===== config.mk =====
export PLATFORM = sky130hd
export DESIGN_NAME = bgm_sequencer
export DESIGN_NICKNAME = d
export VERILOG_FILES = /design/src/rtl/bgm_sequencer.sv
export SDC_FILE = /design/constraint.sdc
export NUM_CORES = 1
export LEC_CHECK = 0
export CORE_ASPECT_RATIO = 0.9
export CORE_MARGIN = 2
export CORE_UTILIZATION = 45
export CTS_BUF_LIST = sky130_fd_sc_hd__clkbuf_4
export DETAILED_ROUTE_END_ITERATION = 7
export HOLD_SLACK_MARGIN = 0.15
export PLACE_DENSITY = 0.76
export RECOVER_POWER = 25
export SYNTH_ARGS = -nofsm -noshare
export SYNTH_HDL_FRONTEND = slang
export SYNTH_SLANG_ARGS = --single-unit

===== constraint.sdc =====
create_clock -name clk -period 3.05 [get_ports clk]
set_clock_uncertainty 0.2 [all_clocks]
set_input_delay 0.61 -clock clk [delete_from_list [all_inputs] [get_ports clk]]
set_output_delay 0.61 -clock clk [all_outputs]
set_load 0.02 [all_outputs]

===== src/rtl/bgm_sequencer.sv =====
// ---------------------------------------------------------------------------
// bgm_sequencer
//   Background-music note sequencer. Selects one of NUM_TRACKS tracks from the
//   game-state code on track_sel. Before each track it inserts a silent gap,
//   then steps a note ROM address at a per-track beat rate. One-shot tracks end
//   with a single-cycle done pulse. Looping tracks wrap back to note 0.
//
// Ports
//   clk        in   system clock
//   rst        in   synchronous reset, active high
//   track_sel  in   requested track code (game state)
//   restart    in   single-cycle pulse, restarts the current track
//   mute       in   forces silent tone output; sequencing is unaffected
//   trk_len    in   note count of track_sel (external track table)
//   trk_div    in   clk cycles per note of track_sel (0 is treated as 1)
//   trk_loop   in   1 = looping track, 0 = one-shot track
//   note_addr  out  registered note ROM address
//   note_l/r   in   ROM tone data, valid one cycle after note_addr
//   freqL/R    out  registered tone codes (SILENCE when not sounding)
//   playing    out  high while a track is being stepped
//   done       out  single-cycle pulse when a one-shot track ends
//   cur_track  out  latched track code
// ---------------------------------------------------------------------------
module bgm_sequencer #(
  parameter int          NUM_TRACKS = 10,
  parameter int          SEL_W      = 4,
  parameter int          ADDR_W     = 12,
  parameter int          DIV_W      = 24,
  parameter int          GAP_CYCLES = 2000000,
  parameter logic [25:0] SILENCE    = 26'd50000000
) (
  input  logic              clk,
  input  logic              rst,
  input  logic [SEL_W-1:0]  track_sel,
  input  logic              restart,
  input  logic              mute,
  input  logic [ADDR_W-1:0] trk_len,
  input  logic [DIV_W-1:0]  trk_div,
  input  logic              trk_loop,
  output logic [ADDR_W-1:0] note_addr,
  input  logic [25:0]       note_l,
  input  logic [25:0]       note_r,
  output logic [25:0]       freqL,
  output logic [25:0]       freqR,
  output logic              playing,
  output logic              done,
  output logic [SEL_W-1:0]  cur_track
);

  typedef enum logic [1:0] {S_IDLE, S_GAP, S_PLAY, S_DONE} state_t;

  // The gap counter runs 0..GAP_CYCLES-1, so GAP occupies exactly GAP_CYCLES cycles.
  localparam int              GAP_W    = (GAP_CYCLES > 1) ? $clog2(GAP_CYCLES) : 1;
  localparam logic [GAP_W-1:0] GAP_LAST = GAP_W'(GAP_CYCLES - 1);

  state_t            r_state;
  logic [SEL_W-1:0]  r_cur_track;
  logic [ADDR_W-1:0] r_note_addr;
  logic [DIV_W-1:0]  r_beat;
  logic [GAP_W-1:0]  r_gap;
  logic [ADDR_W-1:0] r_len;
  logic [DIV_W-1:0]  r_div;
  logic              r_loop;
  logic [25:0]       r_freq_l;
  logic [25:0]       r_freq_r;
  logic              r_done;

  state_t            w_state_nxt;
  logic [SEL_W-1:0]  w_cur_nxt;
  logic [ADDR_W-1:0] w_addr_nxt;
  logic [DIV_W-1:0]  w_beat_nxt;
  logic [GAP_W-1:0]  w_gap_nxt;
  logic              w_load;
  logic              w_done_nxt;
  logic              w_start_req;
  logic              w_sel_valid;
  logic              w_audible;
  logic [DIV_W-1:0]  w_div_last;
  logic [ADDR_W-1:0] w_addr_last;

  // A restart pulse and a track change in the same cycle collapse into one start.
  assign w_start_req = restart || (track_sel != r_cur_track);
  assign w_sel_valid = int'(track_sel) < NUM_TRACKS;

  // r_div is never 0 and r_len is never 0 while in PLAY, so these cannot underflow there.
  assign w_div_last  = r_div - DIV_W'(1);
  assign w_addr_last = r_len - ADDR_W'(1);

  // A start request silences the output on the very next cycle, even if
  // the FSM was still in PLAY when the request was sampled.
  assign w_audible   = (r_state == S_PLAY) && !mute && !w_start_req;

  // Next-state and counter logic.
  always_comb begin
    // NOTE: every output of this block gets a default first, so no path leaves
    // a variable unassigned and no latch is inferred.
    w_state_nxt = r_state;
    w_cur_nxt   = r_cur_track;
    w_addr_nxt  = r_note_addr;
    w_beat_nxt  = r_beat;
    w_gap_nxt   = r_gap;
    w_load      = 1'b0;
    w_done_nxt  = 1'b0;

    if (w_start_req) begin
      // Start requests win from every state, including GAP itself.
      w_cur_nxt   = track_sel;
      w_gap_nxt   = '0;
      w_state_nxt = w_sel_valid ? S_GAP : S_IDLE;
    end else begin
      case (r_state)
        S_GAP: begin
          if (r_gap == GAP_LAST) begin
            w_load     = 1'b1;
            w_addr_nxt = '0;
            w_beat_nxt = '0;
            if (trk_len == '0) begin
              w_state_nxt = S_DONE;
              w_done_nxt  = 1'b1;
            end else begin
              w_state_nxt = S_PLAY;
            end
          end else begin
            w_gap_nxt = r_gap + GAP_W'(1);
          end
        end
        S_PLAY: begin
          if (r_beat == w_div_last) begin
            w_beat_nxt = '0;
            if (r_note_addr == w_addr_last) begin
              if (r_loop) begin
                w_addr_nxt = '0;
              end else begin
                // One-shot end: note_addr stays on the last note.
                w_state_nxt = S_DONE;
                w_done_nxt  = 1'b1;
              end
            end else begin
              w_addr_nxt = r_note_addr + ADDR_W'(1);
            end
          end else begin
            w_beat_nxt = r_beat + DIV_W'(1);
          end
        end
        default: ; // IDLE and DONE wait for a start request
      endcase
    end
  end

  // State register and datapath registers.
  always_ff @(posedge clk) begin
    // NOTE: sequential state uses non-blocking assignments so every register
    // samples the pre-edge values, independent of statement order.
    if (rst) begin
      r_state     <= S_IDLE;
      r_cur_track <= '1;
      r_note_addr <= '0;
      r_beat      <= '0;
      r_gap       <= '0;
      r_len       <= '0;
      r_div       <= DIV_W'(1);
      r_loop      <= 1'b0;
      r_freq_l    <= SILENCE;
      r_freq_r    <= SILENCE;
      r_done      <= 1'b0;
    end else begin
      r_state     <= w_state_nxt;
      r_cur_track <= w_cur_nxt;
      r_note_addr <= w_addr_nxt;
      r_beat      <= w_beat_nxt;
      r_gap       <= w_gap_nxt;
      r_done      <= w_done_nxt;
      if (w_load) begin
        // Track parameters are frozen here; later table changes wait for the next start.
        r_len  <= trk_len;
        r_div  <= (trk_div == '0) ? DIV_W'(1) : trk_div;
        r_loop <= trk_loop;
      end
      r_freq_l <= w_audible ? note_l : SILENCE;
      r_freq_r <= w_audible ? note_r : SILENCE;
    end
  end

  assign note_addr = r_note_addr;
  assign freqL     = r_freq_l;
  assign freqR     = r_freq_r;
  assign playing   = (r_state == S_PLAY);
  assign done      = r_done;
  assign cur_track = r_cur_track;

endmodule

-- Word level (Yosys, flattened, before mapping)
Cells that the tools add are included.
- flip-flop bits (word level): 153
- bits in latches: 0
- RAM bits: 0
- memory bits (read-only): 0
- output and inout port bits: 70
- logic and storage cells: 74
- memories kept: 0
- add/subtract/negate cells: 5
- multipliers: 0
- divide/modulo/power cells: 0
- $lt $le $gt $ge: 1
- eq/ne operators: 13
- shift-type cells: 0
- muxes and demuxes: 26
- bitwise operators: 3
- reduce and logical (&&, ||, !) cells: 15
- operators with widths (cell ; number):
    $mux 24 ; 3
    $mux 12 ; 4
    $pmux 24 s2 ; 1
    $add 24x1->24 const B ; 1
    $eq 24x24->1 ; 1
    $logic_not 24->1 ; 1
    $pmux 12 s2 ; 1
    $sub 24x1->24 const B ; 1
    $add 21x1->21 const B ; 1
    $eq 21x21->1 const B ; 1
    $add 12x1->12 const B ; 1
    $eq 12x12->1 ; 1
    $logic_not 12->1 ; 1
    $sub 12x1->12 const B ; 1
    $mux 1 ; 10
    $mux 2 ; 5
    $reduce_and 5->1 ; 2
    $ne 3x1->1 const B ; 2
    $ne 3x3->1 const B ; 2
    $lt 4x4->1 const B ; 1
    $ne 4x4->1 ; 1
    $pmux 2 s2 ; 1
    $reduce_or 2->1 ; 2
    $ne 3x2->1 const B ; 1
    13 further kinds ; 17

-- Depth between registers and ports, before layout
Gate-level depths: netlist of run 1.
- word-level depth: 6
- mapped depth: 13
- depth with buffers taken out: 10

-- Worst setup path before layout of run 1
Ideal clock, no wire load.
- path kind: register -> register
- from: reg r_len[0]
- to: reg r_note_addr[2], in the netlist note_addr[2]
- library setup time: 122 ps
- arrival time: 2907 ps
- required time: 2728 ps
- slack: -179 ps
- cell stages (with the launch flop): 11
- path buffers: 2
- period minus slack after synthesis: 3229 ps
- cells stage by stage: dfxtp_1 or4_1 buf_2 nand4bb_1 xnor2_1 or4b_1 o41ai_4 nor2_2 and3_1 buf_4 a221o_1
- word-level cells in the longest chain between the ends: 5
- elaborated cells on any way between the ends: 7
- classes of those cells: add/sub (1); eq/ne (2); mux (3); reduce/logical (1)
- RTL lines (item ; line ; text):
    start: declaration ; 61 ; logic [ADDR_W-1:0] r_len;
    start signal: assignment ; 175 ; r_len <= trk_len;
    $sub 12x1->12 * ; 87 ; assign w_addr_last = r_len - ADDR_W'(1);
    $eq 12x12->1 * ; 130 ; if (r_note_addr == w_addr_last) begin
    $mux 12 ; 130 ;
    $mux 12 ; 128 ; if (r_beat == w_div_last) begin
    $pmux 12 s2 ; 111 ; case (r_state)
    end signal: assignment ; 169 ; r_note_addr <= w_addr_nxt;
    end: declaration ; 58 ; logic [ADDR_W-1:0] r_note_addr;
Every way passes the cells marked *; elsewhere a longest branch is shown, timed or not. The select of a mux whose other input is x is not followed.
A chain may end at the register's enable or synchronous reset.

-- Worst setup path in the final report of run 1
- from: reg r_div[0]
- to: reg r_note_addr[10], in the netlist note_addr[10]
- word-level cells in the longest chain between the ends: 4
- RTL lines (item ; line ; text):
    start: declaration ; 62 ; logic [DIV_W-1:0] r_div;
    start signal: assignment ; 176 ; r_div <= (trk_div == '0) ? DIV_W'(1) : trk_div;
    $sub 24x1->24 ; 86 ; assign w_div_last = r_div - DIV_W'(1);
    $eq 24x24->1 ; 128 ;
    $ne 2x1->1 (no line) ; - ;
    $reduce_and 5->1 (no line) ; - ;
No other way between the ends.

==> results.py, run 1 <==
metrics = {
    "sta": {
        "drv_slew": 0,
        "hold_violations": 0,
        "setup_ws_ns": -0.0652,
        "fmax_mhz": 321,
        "min_period_ns": 3.12,
        "setup_viol": 23,
        "hold_ws_ns": 0.282,
        "max-slew-margin-rel": 0.406,
        "tightestPinTransition_ns": 0.884,
        "period_share": 1.02,
        "rsz0062_at_grt": "true",
    },
    "critical_path": {
        "cp-end-kind": "flip-flop",
        "crit_path_top_delay_cell": "or4_4",
        "crit_path_start_kind": "flip-flop",
        "worst_ep_required_time_ns": 3.40,
        "worstPathMaxFanout": 5,
        "worstPathCellList": "buf_6 -> or4_4 -> or3_1 -> a22o_1 -> nor3_1 -> nand4_1 -> nor3_2 -> buf_4 -> and3_4 -> buf_2 -> a221o_1",
        "critPathMaxStageDelay_ns": 0.55,
        "critical_path_class": "flip-flop to flip-flop",
        "crit_arrival_ns": 3.46,
        "worstRegToRegCells": 11,
    },
    "routing": {
        "totalWireLength_um": 20800,
        "wl_per_cell_um": 15.8,
        "postRouteAntennaNets": 0,
        "first_pass_iters": 5,
        "drtIter0Drc": 583,
        "via_per_inst": 5.42,
        "remaining_drc_errors": 0,
        "vias": 7134,
    },
    "pwr": {
        "leakage_nw": 3.96,
        "power_w": 0.00355,
        "power.density_nw_per_um2": 347,
        "ir_worst_vdd_uv": 318,
    },
    "clocking": {
        "htreeDepth": 4,
        "cts_inserted_buffers": 17,
        "cts_root_buffer": "clkbuf_4",
        "insertion_delay_ns": 0.59,
        "cts_sinks": 153,
        "clk_path_buf_depth": 2,
        "cts_tree": "done",
        "clkTransAtPathRegs_ns": 0.15,
    },
    "floorplan": {
        "pin_count": 167,
        "num_rows": 44,
        "die_x_um": 139,
        "die_area_sq_um": 17500,
        "die_y_um": 126,
        "core_region_area_sq_um": 16100,
        "initial_utilization": 0.460,
    },
    "final_layout": {
        "fin_nets": 1201,
        "fillers": 1332,
        "drive_gt1_frac": 0.156,
        "area_delta_synth_final_pct": 37.9,
        "finalNonFillerCells": 1317,
        "finalInstanceArea_sq_um": 10200,
        "antenna_cells": 0,
    },
    "grt": {
        "grt_first_pass_wirelength_um": 33300,
        "grt_overflow": 0,
        "antenna_found_initial": 0,
        "grt_max_degree": 53,
        "grt_pass1_vias": 6619,
        "track_usage": 0.236,
    },
    "logic_synthesis": {
        "syn_area_sq_um": 7420,
        "synth.area.top_cells": "dfxtp_1, xor2_1, nand2_1",
        "syn_area_per_cell_sq_um": 8.61,
        "syn-num-nets": 966,
        "synth-seq-cells": 153,
        "synth_top_area_share": 0.413,
        "yosys.area.top_type": "dfxtp_1",
        "ys_async_sr_fraction": 0,
        "yosys_warnings": 0,
        "ys.flop_type": "dfxtp_1",
        "synth_edf_count": 0,
        "ys_types": 75,
        "seq_area_frac_synth": 0.413,
        "synth_cells": 862,
    },
    "outcome": {
        "violations": "negative setup slack",
        "run_status": "complete, but fails checks",
    },
    "flow_run": {
        "maxCapViolations": 0,
    },
    "hold_path": {
        "holdPathStages": 2,
        "min_path_type": "flip-flop to flip-flop",
    },
    "placement": {
        "port_buffers": 166,
        "dp.cells": 1275,
        "gp_congestion": 0.935,
        "dpl.hpwl_um": 15400,
        "post_dp_cell_area_sq_um": 9790,
    },
}
synthesized netlist by cell type (3+ instances only):
cell type / count
nand3_1: 34
dfxtp_1: 153
nand2_1: 109
a221o_1: 10
xnor2_1: 30
nand3b_1: 6
ha_1: 7
o31ai_1: 3
nor4_4: 3
and4_1: 6
a31oi_1: 8
and3_2: 5
nor3b_1: 4
a211oi_1: 3
o21ai_0: 8
nand4_1: 20
buf_2: 6
o22ai_1: 3
or3_1: 9
buf_4: 3
clkbuf_1: 26
nor4_1: 20
a21o_1: 4
or4_1: 6
and3_1: 18
nand2b_1: 30
o21bai_1: 4
nor2_1: 74
o211a_1: 3
nor3_1: 21
inv_1: 16
buf_6: 4
nor2b_1: 7
nor4b_1: 5
a21oi_1: 54
and2_1: 29
xor2_1: 51
or2_2: 12
nand4b_1: 3
metal layers:
| layer | GRT usage | vias to the layer above | routed length [um] | part of all wire |
|---|---|---|---|---|
| met4 | 0.0808 | 0 | 438 | 0.021 |
| met5 | 0 | - | 0 | 0 |
| met3 | 0.101 | 35 | 2380 | 0.11 |
| li1 | - | 3507 | - | - |
| met1 | 0.304 | 3274 | 8890 | 0.43 |
| met2 | 0.356 | 318 | 9070 | 0.44 |
kinds of logic (layout without fill, tap and decap cells):
group / Yosys count / count (layout) / synth area share
buffers and inverters: 57 / 304 / 0.0373
multiplexers: 2 / 2 / 0.00270
XOR/XNOR: 81 / 81 / 0.0956
AO/OA/AOI/OAI: 123 / 123 / 0.116
adder cells (fa/ha/maj): 7 / 7 / 0.0118
flip-flops: 153 / 153 / 0.413
AND/OR/NAND/NOR: 439 / 440 / 0.323
critical path, delay by kind of cell, from the launching register on:
family          cells  cell delay (ns)
flops               1             0.35
buf+inv             3             0.42
simple gates        6             1.68
compound gates      2             0.42
what timing repair did:
action	4_1_cts	5_1_grt
gates cloned	2	0
endpoints found under the setup margin	33	40
pin swaps	6	14
hold endpoints to repair	1	0
gates resized for setup	13	8
setup buffers	5	2
hold buffers	1	0
registers in the layout, indices dropped and copies added, names as in the netlist, 2 cells and up:
signal / cells
freqL: 26
r_len: 12
r_state: 2
r_beat: 24
cur_track: 4
r_div: 24
r_gap: 21
freqR: 26
note_addr: 12
stage by stage:
| stage | setup WS [ns] | TNS, ns | utilization |
|---|---|---|---|
| floorplan | -0.139 | -1.39 | - |
| global placement | -0.130 | -1.36 | 0.607 |
| detailed placement | -0.137 | -1.87 | 0.607 |
| CTS | -0.0495 | -0.430 | 0.633 |
| global route | -0.180 | -3.70 | 0.634 |
| finish | -0.0652 | -0.643 | 0.634 |
layout make-up:
type / count / area [sq um] / area share
clock buffers: 17 / 128 / 0.0125
clock inverters: 15 / 174 / 0.0170
inverters: 16 / 60.1 / 0.00587
multi-input cells: 653 / 4160 / 0.407
flip-flops and latches: 153 / 3070 / 0.300
well taps: 207 / 259 / 0.0253
repair buffers: 256 / 2380 / 0.233
power by group:
part / total (W) / internal (W) / switching [W] / leakage, nW
registers: 0.00201 / 0.00200 / 0.00000364 / 1.24
logic: 0.000208 / 0.000139 / 0.0000690 / 2.56
clock network: 0.00133 / 0.000454 / 0.000876 / 0.161
cell usage in the layout, fill, tap and decap left out, types with 17 or more instances in the layout:
master	count
a21oi_1	54
and2_1	28
and3_1	17
buf_4	77
clkbuf_4	17
clkdlybuf4s50_1	164
dfxtp_1	149
nand2_1	109
nand2b_1	30
nand3_1	33
nand4_1	20
nor2_1	73
nor3_1	20
nor4_1	19
xnor2_1	30
xor2_1	51
final timing paths:
kind,start,to,slack [ns]
max,r_div[0]$_SDFFE_PP1P_,note_addr[10]$_SDFFE_PP0P_,-0.07
min,r_loop$_SDFFE_PP0P_,r_loop$_SDFFE_PP0P_,0.28
max reg2reg,r_div[0]$_SDFFE_PP1P_,note_addr[10]$_SDFFE_PP0P_,-0.07
min reg2reg,r_loop$_SDFFE_PP0P_,r_loop$_SDFFE_PP0P_,0.28
Note: power is estimated with default switching activity, not from simulation.
==> run 2: changes to the inputs <==
--- a/config.mk
+++ b/config.mk
@@ -6,7 +6,7 @@
 export NUM_CORES = 1
 export LEC_CHECK = 0
 export CORE_ASPECT_RATIO = 0.9
-export CORE_MARGIN = 2
+export CORE_MARGIN = 5
 export CORE_UTILIZATION = 45
 export CTS_BUF_LIST = sky130_fd_sc_hd__clkbuf_4
 export DETAILED_ROUTE_END_ITERATION = 7
==> run 2 against run 1 <==
The flow still finishes with violations (negative setup slack). Sequential power barely moved. Combinational power about the same. Final cell count rose by 0.38%. First-iteration DRC count decreased by 12%. Worst hold slack got worse by 0.086 ns. Critical path depth is 3 higher. Worst setup slack worse by 0.078 ns. Total power shrank 1.6%. Clock power is 5% lower. Highest routed layer is now met5. Global-route usage shrank 1.6 points. Wire length rose by 5.1%.
==> results.py, run 2 (synthesis results as in run 1) <==
metrics = {
    "floorplan": {
        "pin_count": 167,
        "num_rows": 44,
        "initial_utilization": 0.458,
        "die_area_sq_um": 19200,
        "die_x_um": 145,
        "die_y_um": 132,
        "core_region_area_sq_um": 16200,
    },
    "critical_path": {
        "crit_path_top_delay_cell": "dfxtp_2",
        "crit_path_start_kind": "flip-flop",
        "worstPathCellList": "inv_2 -> ha_4 -> nor3b_4 -> buf_4 -> and4_1 -> o22ai_1 -> buf_4 -> nor3_2 -> nand4_1 -> buf_4 -> a2111oi_4 -> buf_6 -> nor3_4 -> a221o_1",
        "crit_top_cell": "buf_4",
        "critPathMaxStageDelay_ns": 0.36,
        "worstPathMaxFanout": 5,
        "worstRegToRegCells": 14,
        "crit_arrival_ns": 3.46,
        "cp_num_cells": 14,
        "worst_ep_required_time_ns": 3.32,
        "r2r-end": "note_addr[3]$_SDFFE_PP0P_",
        "crit_family": "simple AND/OR/NAND/NOR gates",
        "ff2ff_setup_slack_ns": -0.14,
        "critical_path_class": "flip-flop to flip-flop",
        "cp-end-kind": "flip-flop",
        "cp-endpoint": "note_addr[3]$_SDFFE_PP0P_",
        "r2r-start": "r_div[1]$_SDFFE_PP0P_",
        "cp.buffers_inverters": 5,
        "startpoint": "r_div[1]$_SDFFE_PP0P_",
    },
    "clocking": {
        "htreeDepth": 4,
        "cts_inserted_buffers": 17,
        "cts_sinks": 153,
        "clkTransAtPathRegs_ns": 0.16,
        "cts_tree": "done",
        "clk_path_buf_depth": 2,
        "cts_root_buffer": "clkbuf_4",
        "insertion_delay_ns": 0.58,
        "cts_hold_buf": 0,
    },
    "pwr": {
        "ir_worst_vdd_uv": 391,
        "power_w": 0.00349,
        "leakage_nw": 3.98,
        "power.density_nw_per_um2": 337,
    },
    "grt": {
        "grt_pass1_vias": 6892,
        "grt_overflow": 0,
        "grt_first_pass_wirelength_um": 34800,
        "antenna_found_initial": 2,
        "track_usage": 0.220,
        "grt_max_degree": 53,
    },
    "final_layout": {
        "layout_common_cells": "clkdlybuf4s50_1, dfxtp_1, nand2_1, buf_4, nor2_1",
        "multi_input_area_sq_um": 4230,
        "drive_gt1_frac": 0.171,
        "fillers": 1377,
        "fin_nets": 1205,
        "layout_commonest_cell": "clkdlybuf4s50_1",
        "seq_area_sq_um": 3070,
        "area_delta_synth_final_pct": 39.4,
    },
    "routing": {
        "postRouteAntennaNets": 0,
        "first_pass_iters": 5,
        "wl_per_cell_um": 16.5,
        "vias": 7169,
        "drtIter0Drc": 514,
        "totalWireLength_um": 21800,
        "remaining_drc_errors": 0,
        "via_per_inst": 5.42,
    },
    "sta": {
        "fmax_mhz": 313,
        "rsz0062_at_grt": "true",
        "max-slew-margin-rel": 0.322,
        "hold_violations": 0,
        "min_period_ns": 3.19,
        "setup_viol": 16,
        "period_share": 1.05,
        "setup_ws_ns": -0.143,
        "tightestPinTransition_ns": 1.02,
        "tns_ns": -1.28,
        "drv_slew": 0,
        "hold_ws_ns": 0.196,
    },
    "flow_run": {
        "maxCapViolations": 0,
    },
    "placement": {
        "dpl.hpwl_um": 16300,
        "gp_congestion": 0.933,
        "port_buffers": 166,
    },
    "hold_path": {
        "min_path_type": "input pin to flip-flop",
    },
    "outcome": {
        "run_status": "complete, but fails checks",
        "violations": "negative setup slack",
    },
}
run 2: changes by cell type in the layout (fill, tap and decap cells not counted), sizes merged:
cell / before / now
buf: 87 / 91
clkinv: 3 / 7
clkdlybuf4s50: 164 / 161
inv: 26 / 23
dlygate4sd3: 2 / 4
bufinv: 1 / 0
diode: 0 / 1
nor4: 24 / 25
run 2: final cells by class:
| class | count | share of cell area |
|---|---|---|
| Multi-Input combinational cell | 654 | 0.409 |
| Sequential cell | 153 | 0.297 |
| Timing Repair Buffer | 259 | 0.234 |
| Tap cell | 207 | 0.0250 |
| Clock inverter | 15 | 0.0169 |
| Clock buffer | 17 | 0.0123 |
| Inverter | 16 | 0.00581 |
| Antenna cell | 1 | 0.000242 |
run 2: what timing repair did:
| action | CTS | global route |
|---|---|---|
| cloned | 2 | 1 |
| resized for setup | 18 | 20 |
| pin swaps | 6 | 12 |
| setup buffers | 5 | 2 |
| endpoints found under the setup margin | 33 | 38 |
| endpoints found under the hold margin | 0 | 0 |
run 2: worst min-delay path by stage:
stage	startpoint	endpoint	slack [ns]	depth (start not counted)
floorplan	r_loop$_SDFFE_PP0P_	r_loop$_SDFFE_PP0P_	0.24	2
global placement	r_loop$_SDFFE_PP0P_	r_loop$_SDFFE_PP0P_	0.26	2
detailed placement	r_loop$_SDFFE_PP0P_	r_loop$_SDFFE_PP0P_	0.26	2
CTS	rst	r_state[0]$_SDFFE_PP0P_	0.17	2
global route	rst	r_state[0]$_SDFFE_PP0P_	0.18	2
finish	rst	r_state[0]$_SDFFE_PP0P_	0.20	2
run 2: through the flow:
stage / worst slack [ns] / area, sq um / util / instances
2_1_floorplan: -0.139 / 7430 / - / 862
4_1_cts: -0.0699 / 10200 / 0.633 / 1318
6_report: -0.143 / 10300 / 0.639 / 1322
3_3_place_gp: -0.177 / 9820 / 0.607 / 1279
5_1_grt: -0.251 / 10300 / 0.639 / 1322
3_5_place_dp: -0.175 / 9820 / 0.607 / 1279
run 2: metal layers:
layer  up-vias  GRT usage  routed length [um]
met4         2     0.0565                 291
met5         -          0                  13
li1       3513          -                   -
met3        35      0.103                2590
met2       313      0.341                9560
met1      3306      0.279                9380
run 2: worst register-to-register path: stages (launching register included):
cell and delay, ns:
dfxtp_2 0.36, inv_2 0.06, ha_4 0.14, nor3b_4 0.28, buf_4 0.17, and4_1 0.21
o22ai_1 0.11, buf_4 0.15, nor3_2 0.17, nand4_1 0.16, buf_4 0.20, a2111oi_4 0.28
buf_6 0.18, nor3_4 0.06, a221o_1 0.36
run 2: power breakdown:
group | total [W] | switching (W) | internal, W
combinational | 0.000211 | 0.0000718 | 0.000139
clock | 0.00127 | 0.000886 | 0.000385
sequential | 0.00201 | 0.00000334 | 0.00200
total | 0.00349 | 0.000961 | 0.00253
==> RTL edit: new RTL, settings of run 2 <==
`GAP_CYCLES`: 2000000 -> 4000000.
--- a/src/rtl/bgm_sequencer.sv
+++ b/src/rtl/bgm_sequencer.sv
@@ -26,7 +26,7 @@
   parameter int          SEL_W      = 4,
   parameter int          ADDR_W     = 12,
   parameter int          DIV_W      = 24,
-  parameter int          GAP_CYCLES = 2000000,
+  parameter int          GAP_CYCLES = 4000000,
   parameter logic [25:0] SILENCE    = 26'd50000000
 ) (
   input  logic              clk,
Behaviour: same outputs for any inputs over 10 cycles, from zero or initial values and one cycle with rst high; that may be too few to reach the edited logic, so the function may still have changed.
==> RTL edit against run 2 <==
The run still ends with setup timing left; setup slack better by 0.065 ns; sequential share of layout area up 1.6 points; synthesized cell count down 3.2%; final area down 4.5%; total power up 0.32%; synthesized area down 4.0%; critical path type unchanged; sequential cell count up 1; via count down 6.1%; wire length down 6.1%; largest cell class unchanged.
==> RTL edit: results (changes against run 2) <==
Port buffer count: 166 (unchanged)
Buffer type at the clock tree root: clkbuf_4 (unchanged)
Global-route wire length before repair: 32.0 mm (was 34.8 mm)
Clock Latency Late Sink: 0.56 ns (was 0.58 ns)
Synth top area cells: dfxtp_1 43%, xnor2_1 6.4%, nand2_1 5.1% (was dfxtp_1 41%, xor2_1 6.0%, nand2_1 5.5%)
Dpl hpwl: 15.6 mm (was 16.3 mm)
Global route overflow: 0 (unchanged)
Synth cell types: 58 (was 75)
Clock transition at path regs: 0.13 ns (was 0.16 ns)
CP max FO: 8 (was 5)
Syn nets: 938 (was 966)
WHS Path Cells: 2 (unchanged)
Dpl ws: -0.189 ns (was -0.175 ns)
Final Wtd Congestion: 0.884 (was 0.933)
Longest Clk Path Bufs: 2 (unchanged)
Outcome: complete, but fails checks (unchanged)
TritonCTS Buffers: 17 (unchanged)
H-tree depth: 4 (unchanged)
Final setup fails: 22 (was 16)
Number of global-route vias before repair: 6348 (was 6892)
Via Count: 6730 (was 7169)
Leakage Power: 3.59 nW (was 3.98 nW)
Detailed-route wire length: 20.5 mm (was 21.8 mm)
Core Footprint: 15500 um^2 (was 16200 um^2)
Max Slew Vio Count: 0 (unchanged)
Adder-cell share of the synthesized area: 1.23% (was 1.18%)
Failing checks: setup timing (unchanged)
Initial DRT Pass Iterations: 5 (unchanged)
Top post-synthesis cells by count: 154 x dfxtp_1, 97 x nand2_1, 79 x nor2_1, 52 x xnor2_1, 44 x a21oi_1 (was 153 x dfxtp_1, 109 x nand2_1, 74 x nor2_1, 54 x a21oi_1, 51 x xor2_1)
R2R cell count: 12 (was 14)
Compound-Gate Fraction of Synth Area: 10.1% (was 11.6%)
Overall global routing resource usage: 21.8% (was 22.0%)
XOR/XNOR share of the synthesized area: 10.3% (was 9.56%)
1st-iter DRT viols: 493 (was 514)
Post-synth ARST share: 0% (unchanged)
Switching Fraction: 22.0% (was 27.5%)
Worst EP arrival: 3.37 ns (was 3.46 ns)
Initial antenna violation count: 2 (unchanged)
Dpl cell area: 9390 um^2 (was 9820 um^2)
Worst Setup Slack, final: -0.0781 ns (was -0.143 ns)
Hold crit path type: flip-flop to flip-flop (was input pin to flip-flop)
Synthesis warning total: 0 (unchanged)
Top FF cell, synth: dfxtp_1 (unchanged)
Nets: 1158 (was 1205)
Worst IR drop on VDD: 0.283 mV (was 0.391 mV)
Ratio of cells with drive above 1 in the final layout: 13.5% (was 17.1%)
Least-Margin Pin Slew: 0.618 ns (was 1.02 ns)
Post-synthesis sequential area ratio: 43.3% (was 41.3%)
Largest net degree at the start of global routing: 53 (unchanged)
Post-synthesis mux area share: 0.422% (was 0.270%)
-- RTL edit: repair_timing --
item / 4_1_cts / 5_1_grt
endpoints found under the setup margin: 27 / 39
resized for setup: 7 / 28
setup buffers: 8 / 1
gates cloned: 0 / 1
pin swaps: 2 / 12
-- RTL edit: logic make-up (layout without fill, tap and decap cells) --
kind of cell               Yosys count  count (layout)
xor gates and xnor gates            84              84
AOI/OAI and AO/OA                  109             109
muxes                                3               3
and+or+nand+nor                    413             413
adders and majority gates            7               7
buffers and inverters               64             294
other                                0               1
DFF                                154             154
-- RTL edit: cell type report --
cell class / instances / area (um^2)
Sequential cell: 154 / 3090
Tap cell: 202 / 253
Antenna cell: 1 / 2.50
Multi-Input combinational cell: 616 / 3920
Clock buffer: 20 / 150
Inverter: 31 / 116
Timing Repair Buffer: 234 / 2230
Clock inverter: 9 / 126
Fill cell: 1300 / 5610
-- RTL edit: layer usage --
metal	global-route usage, %	part of all wire (%)	vias up
met5	0	0	-
met4	6.65	1.1	0
met3	5.72	6.2	14
met2	34.2	49	187
met1	29.5	44	3205
li1	-	-	3324
-- RTL edit: worst paths after layout --
path	from	end	slack [ns]
setup / recovery	r_div[1]	r_beat[16]	-0.08
hold / removal	r_loop	r_loop	0.28
setup reg to reg	r_div[1]	r_beat[16]	-0.08
hold reg to reg	r_loop	r_loop	0.28
-- RTL edit: stage by stage --
stage / setup TNS (ns) / std cells / power [mW] / util (%) / hold WS, ns
global route: -5.00 / 1267 / 3.63 / 63.8 / 0.317
detailed placement: -1.52 / 1227 / 2.26 / 60.6 / 0.262
finish: -1.03 / 1267 / 3.50 / 63.8 / 0.282
CTS: 0 / 1264 / 3.53 / 62.9 / 0.280
global placement: -0.0797 / 1227 / 2.26 / 60.6 / 0.257
floorplan: 0 / 834 / 2.11 / - / 0.246
-- RTL edit: critical path, stage by stage (launching register included) --
cell	delay [ns]
dfxtp_2	0.35
inv_2	0.06
ha_4	0.13
nor4b_4	0.31
buf_4	0.18
and4_4	0.24
xnor2_2	0.06
a211o_1	0.34
a21o_1	0.23
o41a_1	0.48
o21bai_4	0.20
buf_6	0.19
nor2_2	0.06
-- RTL edit: power by group through the flow --
stage | clock (mW) | combinational, mW | sequential [mW]
after floorplan | 0 | 0.0448 | 2.07
after global placement | 0 | 0.197 | 2.06
after detailed placement | 0 | 0.199 | 2.06
after CTS | 1.31 | 0.201 | 2.02
after global routing | 1.39 | 0.216 | 2.02
final | 1.28 | 0.204 | 2.02
